## src/rtl/xor_initiator_if.sv

```systemverilog
// Operand (A, B) and result (Y) en/rdy channels between the XOR initiator
// (master) and the XOR responder (slave).
interface xor_initiator_if;
    logic a_data;
    logic a_en;
    logic a_rdy;
    logic b_data;
    logic b_en;
    logic b_rdy;
    logic y_data;
    logic y_en;
    logic y_rdy;

    modport master (
        output a_data, a_en, b_data, b_en, y_rdy,
        input  a_rdy, b_rdy, y_data, y_en
    );

    modport slave (
        input  a_data, a_en, b_data, b_en, y_rdy,
        output a_rdy, b_rdy, y_data, y_en
    );
endinterface

```

## src/rtl/xor_initiator.sv

```systemverilog
// Bus-functional XOR initiator: launches operand pairs to the responder,
// scoreboards the expected a^b results and counts pass/fail/unexpected returns.
module xor_initiator #(
    parameter int DEPTH   = 4,
    parameter int CW      = 16,
    parameter int TIMEOUT = 64
) (
    input  logic                     CLK,
    input  logic                     RST_N,
    input  logic                     cmd_valid,
    input  logic                     cmd_a,
    input  logic                     cmd_b,
    output logic                     cmd_rdy,
    xor_initiator_if.master          bus,
    input  logic                     y_stall,
    output logic [CW-1:0]            pass_cnt,
    output logic [CW-1:0]            fail_cnt,
    output logic [CW-1:0]            unexp_cnt,
    output logic [$clog2(DEPTH):0]   outstanding,
    output logic                     idle,
    output logic                     timeout
);

    localparam int AW = $clog2(DEPTH);
    localparam int WW = $clog2(TIMEOUT + 1);
    localparam logic [AW:0]   DEPTH_V   = (AW + 1)'(DEPTH);
    localparam logic [WW-1:0] TIMEOUT_V = WW'(TIMEOUT);

    typedef enum logic [1:0] {
        IDLE = 2'd0,
        SEND = 2'd1,
        HOLD = 2'd2
    } state_t;

    state_t        state_q, state_d;
    logic          a_en_q, a_en_d;
    logic          b_en_q, b_en_d;
    logic          a_data_q, a_data_d;
    logic          b_data_q, b_data_d;
    logic          exp_q [DEPTH];
    logic [AW-1:0] wr_ptr_q, wr_ptr_d;
    logic [AW-1:0] rd_ptr_q, rd_ptr_d;
    logic [AW:0]   cnt_q, cnt_d;
    logic [CW-1:0] pass_q, pass_d;
    logic [CW-1:0] fail_q, fail_d;
    logic [CW-1:0] unexp_q, unexp_d;
    logic [WW-1:0] wdog_q, wdog_d;
    logic          timeout_q, timeout_d;

    logic push;
    logic pop;
    logic a_xfer;
    logic b_xfer;
    logic y_xfer;
    logic fifo_empty;
    logic head_match;

    function automatic logic [CW-1:0] sat_inc(input logic [CW-1:0] v);
        return (&v) ? v : v + 1'b1;
    endfunction

    assign a_xfer     = a_en_q && bus.a_rdy;
    assign b_xfer     = b_en_q && bus.b_rdy;
    // y_rdy never depends on the scoreboard so stray results always drain.
    assign y_xfer     = bus.y_en && !y_stall;
    assign fifo_empty = (cnt_q == '0);
    assign head_match = (bus.y_data == exp_q[rd_ptr_q]);
    assign pop        = y_xfer && !fifo_empty;

    // Operand launch FSM
    always_comb begin
        state_d  = state_q;
        a_en_d   = a_en_q;
        b_en_d   = b_en_q;
        a_data_d = a_data_q;
        b_data_d = b_data_q;
        cmd_rdy  = 1'b0;
        push     = 1'b0;
        case (state_q)
            IDLE: begin
                cmd_rdy = (cnt_q < DEPTH_V);
                if (cmd_valid && cmd_rdy) begin
                    push     = 1'b1;
                    a_data_d = cmd_a;
                    b_data_d = cmd_b;
                    a_en_d   = 1'b1;
                    b_en_d   = 1'b1;
                    state_d  = SEND;
                end
            end
            SEND: begin
                // a_en/b_en double as the not-done flags of each channel.
                if (a_xfer) a_en_d = 1'b0;
                if (b_xfer) b_en_d = 1'b0;
                if (!a_en_d && !b_en_d) state_d = HOLD;
            end
            HOLD: begin
                // Operand data stays put one more edge for the responder.
                state_d = IDLE;
            end
            default: begin
                state_d = IDLE;
                a_en_d  = 1'b0;
                b_en_d  = 1'b0;
            end
        endcase
    end

    // Scoreboard, counters and watchdog
    always_comb begin
        wr_ptr_d = wr_ptr_q;
        rd_ptr_d = rd_ptr_q;
        cnt_d    = cnt_q;
        pass_d   = pass_q;
        fail_d   = fail_q;
        unexp_d  = unexp_q;
        wdog_d   = wdog_q;

        if (push) wr_ptr_d = wr_ptr_q + 1'b1;
        if (pop) begin
            rd_ptr_d = rd_ptr_q + 1'b1;
            if (head_match) pass_d = sat_inc(pass_q);
            else            fail_d = sat_inc(fail_q);
        end
        if (y_xfer && fifo_empty) unexp_d = sat_inc(unexp_q);

        case ({push, pop})
            2'b10:   cnt_d = cnt_q + 1'b1;
            2'b01:   cnt_d = cnt_q - 1'b1;
            default: cnt_d = cnt_q;
        endcase

        if (y_xfer || fifo_empty)      wdog_d = '0;
        else if (wdog_q != TIMEOUT_V)  wdog_d = wdog_q + 1'b1;
        timeout_d = timeout_q || (wdog_d == TIMEOUT_V);
    end

    always_ff @(posedge CLK) begin
        if (!RST_N) begin
            state_q   <= IDLE;
            a_en_q    <= 1'b0;
            b_en_q    <= 1'b0;
            a_data_q  <= 1'b0;
            b_data_q  <= 1'b0;
            wr_ptr_q  <= '0;
            rd_ptr_q  <= '0;
            cnt_q     <= '0;
            pass_q    <= '0;
            fail_q    <= '0;
            unexp_q   <= '0;
            wdog_q    <= '0;
            timeout_q <= 1'b0;
        end else begin
            state_q   <= state_d;
            a_en_q    <= a_en_d;
            b_en_q    <= b_en_d;
            a_data_q  <= a_data_d;
            b_data_q  <= b_data_d;
            wr_ptr_q  <= wr_ptr_d;
            rd_ptr_q  <= rd_ptr_d;
            cnt_q     <= cnt_d;
            pass_q    <= pass_d;
            fail_q    <= fail_d;
            unexp_q   <= unexp_d;
            wdog_q    <= wdog_d;
            timeout_q <= timeout_d;
        end
    end

    // Expected-result storage; validity is tracked by the pointers alone.
    always_ff @(posedge CLK) begin
        if (push) exp_q[wr_ptr_q] <= cmd_a ^ cmd_b;
    end

    assign bus.a_en   = a_en_q;
    assign bus.b_en   = b_en_q;
    assign bus.a_data = a_data_q;
    assign bus.b_data = b_data_q;
    assign bus.y_rdy  = !y_stall;

    assign pass_cnt    = pass_q;
    assign fail_cnt    = fail_q;
    assign unexp_cnt   = unexp_q;
    assign outstanding = cnt_q;
    assign idle        = (state_q == IDLE) && fifo_empty;
    assign timeout     = timeout_q;

endmodule

```

## src/flat_wrapper.sv

```systemverilog
// flat-port wrapper written by rule: the top's interface ports become plain ports
module xor_initiator_flat 
#(
    parameter int DEPTH   = 4,
    parameter int CW      = 16,
    parameter int TIMEOUT = 64
)
  (CLK, RST_N, cmd_valid, cmd_a, cmd_b, cmd_rdy, y_stall, pass_cnt, fail_cnt, unexp_cnt, outstanding, idle, timeout, bus_a_data, bus_a_en, bus_b_data, bus_b_en, bus_y_rdy, bus_a_rdy, bus_b_rdy, bus_y_data, bus_y_en);
  xor_initiator_if bus_i ();
  input  logic CLK;
  input  logic RST_N;
  input  logic cmd_valid;
  input  logic cmd_a;
  input  logic cmd_b;
  output logic cmd_rdy;
  input  logic y_stall;
  output logic [CW-1:0] pass_cnt;
  output logic [CW-1:0] fail_cnt;
  output logic [CW-1:0] unexp_cnt;
  output logic [$clog2(DEPTH):0] outstanding;
  output logic idle;
  output logic timeout;
  output wire logic [$bits(bus_i.a_data)-1:0] bus_a_data;
  output wire logic [$bits(bus_i.a_en)-1:0] bus_a_en;
  output wire logic [$bits(bus_i.b_data)-1:0] bus_b_data;
  output wire logic [$bits(bus_i.b_en)-1:0] bus_b_en;
  output wire logic [$bits(bus_i.y_rdy)-1:0] bus_y_rdy;
  input wire logic [$bits(bus_i.a_rdy)-1:0] bus_a_rdy;
  input wire logic [$bits(bus_i.b_rdy)-1:0] bus_b_rdy;
  input wire logic [$bits(bus_i.y_data)-1:0] bus_y_data;
  input wire logic [$bits(bus_i.y_en)-1:0] bus_y_en;
  assign bus_a_data = bus_i.a_data;
  assign bus_a_en = bus_i.a_en;
  assign bus_b_data = bus_i.b_data;
  assign bus_b_en = bus_i.b_en;
  assign bus_y_rdy = bus_i.y_rdy;
  assign bus_i.a_rdy = bus_a_rdy;
  assign bus_i.b_rdy = bus_b_rdy;
  assign bus_i.y_data = bus_y_data;
  assign bus_i.y_en = bus_y_en;
  xor_initiator #(.DEPTH(DEPTH), .CW(CW), .TIMEOUT(TIMEOUT)) u_core (.CLK(CLK), .RST_N(RST_N), .cmd_valid(cmd_valid), .cmd_a(cmd_a), .cmd_b(cmd_b), .cmd_rdy(cmd_rdy), .bus(bus_i), .y_stall(y_stall), .pass_cnt(pass_cnt), .fail_cnt(fail_cnt), .unexp_cnt(unexp_cnt), .outstanding(outstanding), .idle(idle), .timeout(timeout));
endmodule
```

## config.mk

```make
export PLATFORM = sky130hd
export DESIGN_NAME = xor_initiator_flat
export DESIGN_NICKNAME = d
export VERILOG_FILES = /design/src/rtl/xor_initiator_if.sv /design/src/rtl/xor_initiator.sv /design/src/flat_wrapper.sv
export SDC_FILE = /design/constraint.sdc
export NUM_CORES = 1
export LEC_CHECK = 0
export ABC_AREA = 1
export CAP_MARGIN = 20
export CORE_MARGIN = 2
export CORE_UTILIZATION = 58
export DETAILED_ROUTE_END_ITERATION = 10
export GPL_ROUTABILITY_DRIVEN = 0
export PLACE_DENSITY = 0.86
export SLEW_MARGIN = 20
export SYNTH_ARGS = -nofsm -noshare
export SYNTH_HDL_FRONTEND = slang
export SYNTH_SLANG_ARGS = --single-unit
```

## constraint.sdc

```tcl
create_clock -name CLK -period 3.43 [get_ports CLK]
set_input_delay 0.686 -clock CLK [delete_from_list [all_inputs] [get_ports CLK]]
set_output_delay 0.686 -clock CLK [all_outputs]
set_load 0.02 [all_outputs]
```

## Yosys cells after proc, flatten, opt, wreduce, memory -nomap -nowiden

Memory sizes are Yosys's and may differ from the RTL's. A register that Yosys moved wholly into a read port is not among the register bits.
Cells that the tools add are included.

- Input bits: 10
- Flip-flop bits (word level): 69
- Bits in latches: 0
- Memories kept: 1
- RAM bits: 4
- Output and inout bits: 59
- Logic and storage cells: 84
- Bits in read-only memories: 0

Memories:

| name | depth | width | read ports | clocked after Yosys merged registers in | write ports | RTL line | text |
|---|---|---|---|---|---|---|---|
| u_core.exp_q | 4 | 1 | 1 | 1 | 1 | xor_initiator.sv:40 | `logic exp_q [DEPTH];` |

- Bitwise gates (word level): 6
- Shift operators: 0
- Mux-type cells: 20
- Add/sub/neg operators: 8
- Multiply operators: 0
- Reduce and logical (&&, ||, !) cells: 26
- Divide/modulo/power cells: 0
- Equal/unequal tests: 9
- Magnitude comparators: 1

Operators by type and width:

| operator | number |
|---|---|
| 16-bit by 1-bit adder with 16-bit output (second input constant) | 3 |
| 16-bit AND reduction | 3 |
| 7-bit two-way mux | 2 |
| 1-bit two-way mux | 10 |
| 1-bit logical AND | 8 |
| 2-bit two-way mux | 4 |
| 2-bit AND reduction | 4 |
| 7-bit by 1-bit adder with 7-bit output (second input constant) | 1 |
| 7-bit equality test (second input constant) | 1 |
| 7-bit != test (second input constant) | 1 |
| 1-bit case mux with 3 select lines | 2 |
| 3-bit case mux with 2 select lines | 1 |
| 3-bit AND reduction | 2 |
| 1-bit inverter | 5 |
| 2-bit by 1-bit adder with 2-bit output (second input constant) | 2 |
| 2-bit by 1-bit equality test with 1-bit output (second input constant) | 2 |
| 2-bit equality test (second input constant) | 2 |
| 1-bit logical NOT | 4 |
| 2-bit by 1-bit != test with 1-bit output (second input constant) | 2 |
| 2-bit case mux with 2 select lines | 1 |
| 3-bit by 1-bit adder with 3-bit output (second input constant) | 1 |
| 3-bit logical NOT | 1 |
| 3-bit less-than comparator (second input constant) | 1 |
| 3-bit by 1-bit subtractor with 3-bit output (second input constant) | 1 |
| 5 further kinds | 6 |

## Logic depth before layout (Yosys ltp)

Gate-level depths: netlist of the first run.

- Depth in word-level cells: 7
- Mapped depth: 12
- Depth with buffers taken out: 12

## Worst setup path after synthesis of the first run

No wires, ideal clock.

- Kind: input to register
- From: in cmd_valid
- To: reg u_core.cnt_q[2] (netlist: u_core.outstanding[2])
- Arrival time: 2.146 ns
- Stages: 11
- Setup time: 0.122 ns
- Slack: 1.162 ns
- Data required time: 3.308 ns
- Path buffers: 1
- Cells stage by stage: inv_1 -> nor2_1 -> nand2_1 -> clkbuf_1 -> ha_1 -> inv_1 -> fa_1 -> a21oi_1 -> o21ai_0 -> o21ai_0 -> a21oi_1

- Word-level cells in the longest chain between the ends: 5
- Elaborated cells on any way between the ends: 7

Ends and longest elaborated chain:

| item | RTL line | text |
|---|---|---|
| start: declaration | flat_wrapper.sv:12 | `input logic cmd_valid;` |
| 1-bit logical AND (*) | xor_initiator.sv:82 | `if (cmd_valid && cmd_rdy) begin` |
| 1-bit two-way mux (*) | xor_initiator.sv:82 |  |
| 1-bit two-way mux (*) | xor_initiator.sv:79 | `case (state_q)` |
| 2-bit by 1-bit equality test with 1-bit output or 2-bit equality test (tied branches) | xor_initiator.sv:127 | `case ({push, pop})` |
| 3-bit case mux with 2 select lines or 2-bit nonzero test (tied branches) | - |  |
| end signal: assignment | xor_initiator.sv:161 | `cnt_q <= cnt_d;` |
| end: declaration | xor_initiator.sv:43 | `logic [AW:0] cnt_q, cnt_d;` |

Mark *: on every way between the ends. The rest lies on a longest branch, timed or not.
A chain may end at the register's enable or synchronous reset.

## Final worst setup path of the first run

- From: in y_stall
- To: out bus_y_rdy

- Word-level cells in the longest chain between the ends: 1

Ends and longest elaborated chain:

| item | RTL line | text |
|---|---|---|
| start: declaration | flat_wrapper.sv:16 | `input logic y_stall;` |
| 1-bit logical NOT | xor_initiator.sv:179 | `assign bus.y_rdy = !y_stall;` |
| end: declaration | flat_wrapper.sv:27 | `output wire logic [$bits(bus_i.y_rdy)-1:0] bus_y_rdy;` |

No other way between the ends.

==> metrics.md, run 1 <==
| Metric | Value |
|---|---|
| Clock root buffer | clkbuf_8 |
| Xor/xnor share of the synthesized area | 0.0746 |
| Placed Cells | 731 |
| Final Hold Fails | 0 |
| VDD IR max | 0.264 mV |
| Fmax | 0.392 GHz |
| Num CTS Buffers | 9 |
| Final setup fails | 0 |
| Synth Net Count | 602 |
| Ys async rst share | 0 |
| Ranking of synthesized cells by area | dfxtp_1 (35%), nand2_1 (15%), nor2_1 (6.1%), a21oi_1 (5.6%), xor2_1 (4.7%) |
| Slew HR | 0.352 |
| CTS Sinks | 75 |
| Worst Path Max Fanout | 3 |
| Largest net degree at the start of global routing | 51 |
| Num ports | 69 |
| CTS tree | done |
| Die Wd | 88.2 um |
| Most numerous cell in the Yosys netlist | nand2_1 |
| #FFs+latches synth | 75 |
| Post-DP HPWL | 6.74 mm |
| Synth Area in Simple Gates | 0.339 |
| Post-DR wirelength/cell | 12.8 um |
| Synth cell types | 32 |
| Final min period | 2.55 ns |
| Fin nets | 667 |
| Post-synthesis compound-gate area fraction | 0.0989 |
| Clk_lat worst skew | 0.34 ns |
| Synth-to-Final Area Change | 22.6% |
| Adder-cell share of the synthesized area | 0.0353 |
| DRC viols | 0 |
| Pleak | 1.81 nW |
| Total power | 2.04 mW |
| Share of the synthesized area in the top cell type | 0.346 |
| Post-route antenna net violation count | 0 |
| Worst Skew | 0.00860 ns |
| Post-route cell area | 5040 um^2 |
| Top cells by count, synth | nand2_1 (167), dfxtp_1 (71), nor2_1 (67) |
| Status | complete, no violations |
| Setup_tns | 0 ns |
| WL final | 9.55 mm |
| First-pass GRT wire length | 16.3 mm |
| RSZ-0062 raised after global routing | no |
| Largest family of logic cells by synthesized area | simple AND/OR/NAND/NOR gates |
| Hold_buf cts | 0 |
| Yosys Warn Count | 0 |
| Synthesized area per cell | 7.07 um^2 |
| Crit Path Category | in -> out |
| EDFF count, synth | 4 |
| Clock buffer depth | 2 |
| Hold Crit Class | reg -> reg |
| Final cell count without fillers | 747 |
| Power density cells | 406 nW/um^2 |
| Post-synthesis mux area share | 0 |
| DR vias/cell | 5.32 |
| Total gr overflow | 0 |
| Initial DRC count | 266 |
| Site row count | 30 |
| Layout cell share with drive strength beyond 1 | 0.0814 |
| Die Height | 88.2 um |
| Worst-path clk slew | 0.08 ns |
| Die Footprint | 7780 um^2 |
| Antenna Cells | 0 |
| Core Area | 6830 um^2 |
| CTS H-Tree Depth | 3 |
| CP arrival | 1.86 ns |
| Max-cap viol count | 0 |
| Required @ worst endpoint | 2.74 ns |
| Crit end category | primary output |
| Via count | 3972 |
| Vias in the first global route | 3728 |
| Placed cell areas | 4820 um^2 |
| Seq/Total Area, Yosys | 0.375 |
| Mapped Cells | 581 |
| Number of gates resized after CTS | 0 |
| Main flop type after synthesis | dfxtp_1 |
| Total iterations of the first detailed-routing run | 5 |
| Final period util | 0.743 |
| Initial antenna violation count | 0 |
| Starting Density | 0.602 |
| Port buffer count | 68 |
| Final slew viol count | 0 |
| Fillers | 559 |
| Area leader, netlist | dfxtp_1 |
| Worst setup SP type | primary input |
| Mapped Area | 4110 um^2 |
| Global-route usage over all layers | 0.261 |
| Slew @ Worst Pin | 0.971 ns |
| Post-CTS Setup Repair Bufs | 0 |
| Final core utilization | 0.738 |
report_power, final:
group / switching, mW / internal [mW] / total, mW
registers: 0.0345 / 0.917 / 0.952
clock network: 0.323 / 0.420 / 0.743
logic: 0.226 / 0.124 / 0.350
layout by cell type (no fill, tap or decap):
cell,synthesis,layout
dfxtp_1,71,71
inv_2,4,4
xnor2_1,13,13
fa_1,1,1
nand3_1,29,29
a21o_1,1,1
clkbuf_1,9,1
xor2_1,22,22
clkbuf_16,0,1
ha_1,10,10
nor3b_1,2,2
bufinv_16,0,1
nand2_2,5,5
and2_1,1,1
nand4_1,12,12
clkinv_2,1,2
nand2_4,1,1
clkdlybuf4s50_1,0,68
nand2_1,167,167
buf_4,0,1
edfxtp_1,4,4
inv_4,1,1
clkbuf_8,0,11
nand3_2,4,4
nand3b_1,1,1
nor2_1,67,67
inv_1,50,50
o21ai_1,1,1
nor4_1,1,1
a21oi_1,46,46
nor2_4,4,4
nor2_2,3,3
nor3_1,13,13
a21oi_2,9,9
o21ai_0,17,17
nor3_2,5,5
clkinvlp_4,0,1
path summary, 6_finish.rpt:
path | start | endpoint | slack, ns | depth (start not counted)
max | y_stall | bus_y_rdy | 0.88 | 3
min | u_core.rd_ptr_q[1]$_SDFFE_PN0P_ | flop | 0.47 | 2
max reg2reg | u_core.outstanding[2]$_SDFFE_PN0P_ | u_core.outstanding[2]$_SDFFE_PN0P_ | 1.31 | 9
min reg2reg | u_core.rd_ptr_q[1]$_SDFFE_PN0P_ | flop | 0.47 | 2
per-stage QoR:
stage / setup slack, ns / hold WS (ns)
3_5_place_dp: 0.611 / 0.463
4_1_cts: 0.885 / 0.472
2_1_floorplan: 1.16 / 0.436
3_3_place_gp: 0.721 / 0.441
5_1_grt: 0.797 / 0.486
6_report: 0.881 / 0.466
routing by layer:
| layer | part of all wire | routed length [um] | up-vias | track usage |
|---|---|---|---|---|
| met5 | 0 | 0 | - | 0 |
| met4 | 0.012 | 113 | 0 | 0.0923 |
| met1 | 0.42 | 4060 | 1839 | 0.324 |
| met3 | 0.058 | 555 | 16 | 0.0679 |
| li1 | - | - | 1985 | - |
| met2 | 0.51 | 4830 | 132 | 0.440 |
cell families after synthesis:
logic type	count (synthesis)
AOI/OAI and AO/OA	74
xor gates and xnor gates	35
and+or+nand+nor	315
adders and majority gates	11
buffers and inverters	71
DFF	75
registers in the layout, summed over array words and instances, names as in the netlist, named ones only:
signal and flops:
u_core.unexp_cnt 16, u_core.bus.b_en 1, u_core.bus.a_data 1, u_core.rd_ptr_q 2
u_core.pass_cnt 16, u_core.timeout 1, u_core.wdog_q 7, u_core.exp_q 4
u_core.bus.a_en 1, u_core.wr_ptr_q 2, u_core.bus.b_data 1, u_core.fail_cnt 16
u_core.outstanding 3, u_core.state_q 2
layout make-up:
class	count	area, um^2	share of cell area
multi-input combinational	435	2250	0.447
sequential	75	1540	0.306
timing repair buffer	69	688	0.137
inverter	56	214	0.0425
clock buffer	13	180	0.0357
tap	96	120	0.0238
clock inverter	3	42.5	0.00844
critical path: stages:
cell and delay, ns:
clkdlybuf4s50_1 0.46, inv_1 0.09, clkdlybuf4s50_1 0.62
(Power assumes the default switching activity.)
==> run 2, diff against run 1 <==
--- a/config.mk
+++ b/config.mk
@@ -8,10 +8,10 @@
 export ABC_AREA = 1
 export CAP_MARGIN = 20
 export CORE_MARGIN = 2
-export CORE_UTILIZATION = 58
+export CORE_UTILIZATION = 54
 export DETAILED_ROUTE_END_ITERATION = 10
 export GPL_ROUTABILITY_DRIVEN = 0
-export PLACE_DENSITY = 0.86
+export PLACE_DENSITY = 0.81
 export SLEW_MARGIN = 20
 export SYNTH_ARGS = -nofsm -noshare
 export SYNTH_HDL_FRONTEND = slang
==> constraint.sdc (replaced) <==
create_clock -name CLK -period 2.36 [get_ports CLK]
set_input_delay 0.472 -clock CLK [delete_from_list [all_inputs] [get_ports CLK]]
set_output_delay 0.472 -clock CLK [all_outputs]
set_load 0.02 [all_outputs]
==> run 2 against run 1 <==
Compared with the run above:
- sequential power up 46%
- critical path depth is 1 higher
- core utilization down 4.4 points
- design area is 0.87% higher
- routed wire length is 1.1% higher
- cell count rose by 1.3%
- via count shrank 0.35%
- non-clock buffer count up 7
- clock power up 41%
- flip-flop and latch count unchanged
- hold slack got worse by 0.013 ns
- largest power group unchanged
==> metrics.md, run 2 (synthesis results as in run 1) <==
| Metric | Value |
|---|---|
| RSZ-0062 raised after global routing | no |
| First-pass GRT wire length | 16.6 mm |
| Max-cap viol count | 0 |
| Clock buffer depth | 2 |
| Port buffer count | 68 |
| Starting Density | 0.561 |
| Multi-input gate area | 2250 um^2 |
| Global-route usage over all layers | 0.243 |
| Final setup fails | 0 |
| Slew HR | 0.696 |
| Total gr overflow | 0 |
| Most common cell after layout, fill and taps aside | nand2_1 |
| Die Height | 91.2 um |
| CTS H-Tree Depth | 3 |
| Post-route cell area | 5080 um^2 |
| VDD IR max | 0.284 mV |
| Post-CTS Setup Repair Bufs | 0 |
| Setup_tns | 0 ns |
| Status | complete, no violations |
| Final period util | 0.930 |
| Number of gates resized after CTS | 0 |
| CTS Sinks | 75 |
| Hold Crit Class | reg -> reg |
| CP arrival | 1.72 ns |
| Fmax | 0.455 GHz |
| Antenna Cells | 0 |
| Critical Path Slowest Stage Cell | clkdlybuf4s50_1 |
| Fin nets | 674 |
| Power density cells | 582 nW/um^2 |
| Slew @ Worst Pin | 0.453 ns |
| Worst-path clk slew | 0.08 ns |
| Worst Skew | 0.00781 ns |
| Synth-to-Final Area Change | 23.7% |
| Core Area | 7330 um^2 |
| Post-DR wirelength/cell | 12.8 um |
| Largest net degree at the start of global routing | 22 |
| Fillers | 639 |
| Post-DP HPWL | 7.04 mm |
| Worst Path Max Fanout | 5 |
| Worst r2r src | u_core.unexp_cnt[0]$_SDFFE_PN0P_ |
| Hold Crit Depth | 2 |
| Worst reg2reg path depth | 10 |
| Hold endpoint | u_core.timeout$_SDFF_PN0_ |
| Sequential Area | 1540 um^2 |
| Layout cell share with drive strength beyond 1 | 0.0927 |
| Final Hold Fails | 0 |
| Crit end category | primary output |
| Crit Path Category | reg -> out |
| Hold Path Origin | u_core.timeout$_SDFF_PN0_ |
| CTS tree | done |
| CP peak stage delay | 0.62 ns |
| Die Wd | 91.2 um |
| Site row count | 31 |
| Final min period | 2.20 ns |
| Placed cell areas | 4870 um^2 |
| Clock root buffer | clkbuf_8 |
| Hold_buf cts | 0 |
| Required @ worst endpoint | 1.89 ns |
| Post-route antenna net violation count | 0 |
| Crit Reg-Reg Endpoint | u_core.unexp_cnt[8]$_SDFFE_PN0P_ |
| Commonest non-fill, non-tap cells in the layout | nand2_1 (167), dfxtp_1 (71), clkdlybuf4s50_1 (68), nor2_1 (67), inv_1 (50) |
| Vias in the first global route | 3791 |
| Reg2reg setup slack | 0.43 ns |
| Worst-path cell chain | nor2_1 > nand2_2 > nor2_1 > clkdlybuf4s50_1 |
| Initial antenna violation count | 0 |
| Initial DRC count | 164 |
| Num ports | 69 |
| Num CTS Buffers | 9 |
| DRC viols | 0 |
| WL final | 9.66 mm |
| Clk_lat worst skew | 0.36 ns |
| Worst setup SP type | flop |
| Most used cell, CP | nor2_1 |
| Final slew viol count | 0 |
| Via count | 3958 |
| Die Footprint | 8330 um^2 |
| Pleak | 1.84 nW |
| Total iterations of the first detailed-routing run | 5 |
| DR vias/cell | 5.23 |
run 2: changes by cell type in the layout (fill, tap and decap cells not counted):
| cell | before | now |
|---|---|---|
| buf_4 | 1 | 8 |
| clkbuf_1 | 1 | 0 |
| clkbuf_8 | 11 | 9 |
| clkinv_2 | 2 | 4 |
| inv_6 | 0 | 1 |
run 2: worst max-delay path: cells and delay by family, from the launching register on:
kind	cells	cell delay, ns
and+or+nand+nor	3	0.39
buffers and inverters	1	0.62
DFF	1	0.36
run 2: worst max-delay path by stage:
| stage | start | to | cells after the start |
|---|---|---|---|
| after floorplan | u_core.outstanding[2]$_SDFFE_PN0P_ | u_core.outstanding[2]$_SDFFE_PN0P_ | 10 |
| after global placement | bus_y_en | u_core.outstanding[2]$_SDFFE_PN0P_ | 12 |
| after detailed placement | bus_y_en | u_core.outstanding[2]$_SDFFE_PN0P_ | 12 |
| after CTS | u_core.outstanding[0]$_SDFFE_PN0P_ | idle | 4 |
| after global routing | u_core.outstanding[0]$_SDFFE_PN0P_ | idle | 4 |
| final | u_core.outstanding[0]$_SDFFE_PN0P_ | idle | 4 |
run 2: metrics by stage:
stage	total power [mW]	std cells	hold slack [ns]	setup WS [ns]	utilization
6_report	2.96	757	0.453	0.164	0.693
4_1_cts	2.98	757	0.457	0.156	0.693
3_5_place_dp	1.94	741	0.446	-0.0821	0.665
2_1_floorplan	1.75	581	0.436	0.288	-
5_1_grt	3.11	757	0.467	0.0555	0.693
3_3_place_gp	1.92	741	0.443	-0.0197	0.665
run 2: routing by layer:
metal,up-vias,wire (um),GRT usage
met2,114,4650,0.425
met5,-,0,0
met1,1824,4260,0.288
li1,2002,-,-
met4,0,197,0.0960
met3,18,557,0.0556
run 2: power by group:
group / internal [mW] / total (mW) / switching, mW
sequential: 1.33 / 1.39 / 0.0539
clock: 0.550 / 1.05 / 0.495
combinational: 0.199 / 0.525 / 0.326
total: 2.08 / 2.96 / 0.876
run 2: final cells by class:
cell class / instances / share of cell area
Clock buffer: 10 / 0.0293
Clock inverter: 6 / 0.0121
Multi-Input combinational cell: 435 / 0.443
Tap cell: 99 / 0.0244
Inverter: 56 / 0.0421
Timing Repair Buffer: 76 / 0.146
Sequential cell: 75 / 0.303
==> patch: new RTL, flow settings as in run 2 <==
`DEPTH` is set to 4 in 2 places; all go to 2.
--- a/src/rtl/xor_initiator.sv
+++ b/src/rtl/xor_initiator.sv
@@ -2,5 +2,5 @@
 // scoreboards the expected a^b results and counts pass/fail/unexpected returns.
 module xor_initiator #(
-    parameter int DEPTH   = 4,
+    parameter int DEPTH   = 2,
     parameter int CW      = 16,
     parameter int TIMEOUT = 64
--- a/src/flat_wrapper.sv
+++ b/src/flat_wrapper.sv
@@ -2,5 +2,5 @@
 module xor_initiator_flat 
 #(
-    parameter int DEPTH   = 4,
+    parameter int DEPTH   = 2,
     parameter int CW      = 16,
     parameter int TIMEOUT = 64
Ports: changed (resized outstanding); port bits go from 69 to 68. The function was not compared with the original's and may differ.
==> patch against run 2 <==
- die area decreased by 7.5%
- power decreased by 8.0%
- sequential power decreased by 10%
- highest routed layer unchanged
- clock skew increased by 0.0044 ns
- hold slack got worse by 0.0013 ns
- routed wire length decreased by 9.9%
- design area decreased by 6.3%
- sequential cell count decreased by 6
- setup slack improved by 0.062 ns
- synthesized area decreased by 7.9%
==> patch: results (changes against run 2) <==
Setup path
  • R2R depth: 8 (-2)
  • CP peak stage delay: 0.60 ns (-0.02 ns)
  • Critical path peak fanout: 5 (unchanged)
  • Critical Path AT: 1.66 ns (-0.06 ns)
  • R2R setup slack: 0.23 ns (-0.20 ns)

Synth
  • Synthesized instance count: 559 (-3.8%)
  • EDFF count, synth: 2 (-2)
  • Post-synth cell types: 33 (+3.1%)
  • Synth Area in XOR/XNOR: 7.171% (-0.29 points)
  • Syn nets: 575 (-4.5%)
  • Adder-cell share of the synthesized area: 1.983% (-1.5 points)
  • Compound-gate portion of the synthesized area: 9.352% (-0.54 points)
  • Commonest cells in the netlist: nand2_1, nor2_1, dfxtp_1, inv_1, a21oi_1
  • Post-synthesis sequential area ratio: 37.01% (-0.49 points)

Placement
  • Port bufs: 67 (-1.5%)
  • Hpwl dp: 6299 µm (-11%)
  • Inst Count DP: 715 (-3.5%)
  • Worst slack, placed: 0.1654 ns (+0.2475 ns)
  • Post-place instance area: 4532 µm² (-7.0%)

GRT
  • Met2 GRT Util: 40.91% (-1.6 points)
  • First-pass GRT wire length: 14720 µm (-11%)
  • Total Routing Usage GR: 23.56% (-0.74 points)
  • Grt met1 use: 28.66% (-0.10 points)
  • Met3 usage: 4.901% (-0.66 points)

Routing
  • DR WL/cell: 11.92 µm (-6.6%)
  • DR vias: 3781 (-4.5%)
  • Initial DRC count: 179 (+9.1%)

Pwr
  • P_clk: 1.11 mW (+6%)
  • Peak supply drop: 0.0003719 V (+31%)
  • Clock network power share: 40.9% (+5.5 points)
  • LEAKAGE: 1.739 nW (-5.4%)
  • Sw Share: 26.27% (-3.3 points)
  • Logic power comb: 0.361 mW (-31%)

Min path
  • Hold depth: 1 (-1)
  • Hold Crit Start: u_core.rd_ptr_q

Finish
  • Nets@finish: 646 (-4.2%)
  • Non-filler instance count after layout: 731 (-3.4%)
  • Layout cells sized above 1: 7.087% (-2.2 points)

STA
  • Minimum clock period: 2.133 ns (-0.06239 ns)
  • Hold Slack: 0.4516 ns (-0.001252 ns)
  • Setup Skew: 0.01223 ns (+0.004413 ns)
  • Slew @ Worst Pin: 0.5288 ns (+0.07563 ns)

Clocking
  • Worst-Skew Late Latency: 0.35 ns

Outcome
  • Status: finished, final reports clean
patch: how the worst max path moves through the flow:
stage                     slack [ns]             startpoint                     to
final                           0.23  u_core.outstanding[1]                   idle
after global routing            0.08    u_core.unexp_cnt[0]    u_core.unexp_cnt[3]
after CTS                       0.20  u_core.outstanding[1]                   idle
after detailed placement        0.17               bus_y_en    u_core.unexp_cnt[2]
after global placement          0.26              cmd_valid  u_core.outstanding[1]
after floorplan                 0.62  u_core.outstanding[1]  u_core.outstanding[1]
patch: metal layers:
layer | up-vias | part of all wire [%]
li1 | 1941 | -
met5 | - | 0
met1 | 1727 | 44
met2 | 98 | 49
met4 | 0 | 1.5
met3 | 15 | 4.8
patch: final cells by class:
type	instances	area [µm²]
fill	593	2031
clock inverter	5	80.08
timing repair buffer	73	715.7
inverter	55	206.4
sequential	69	1401
tap	96	120.1
multi-input combinational	422	2088
clock buffer	11	151.4
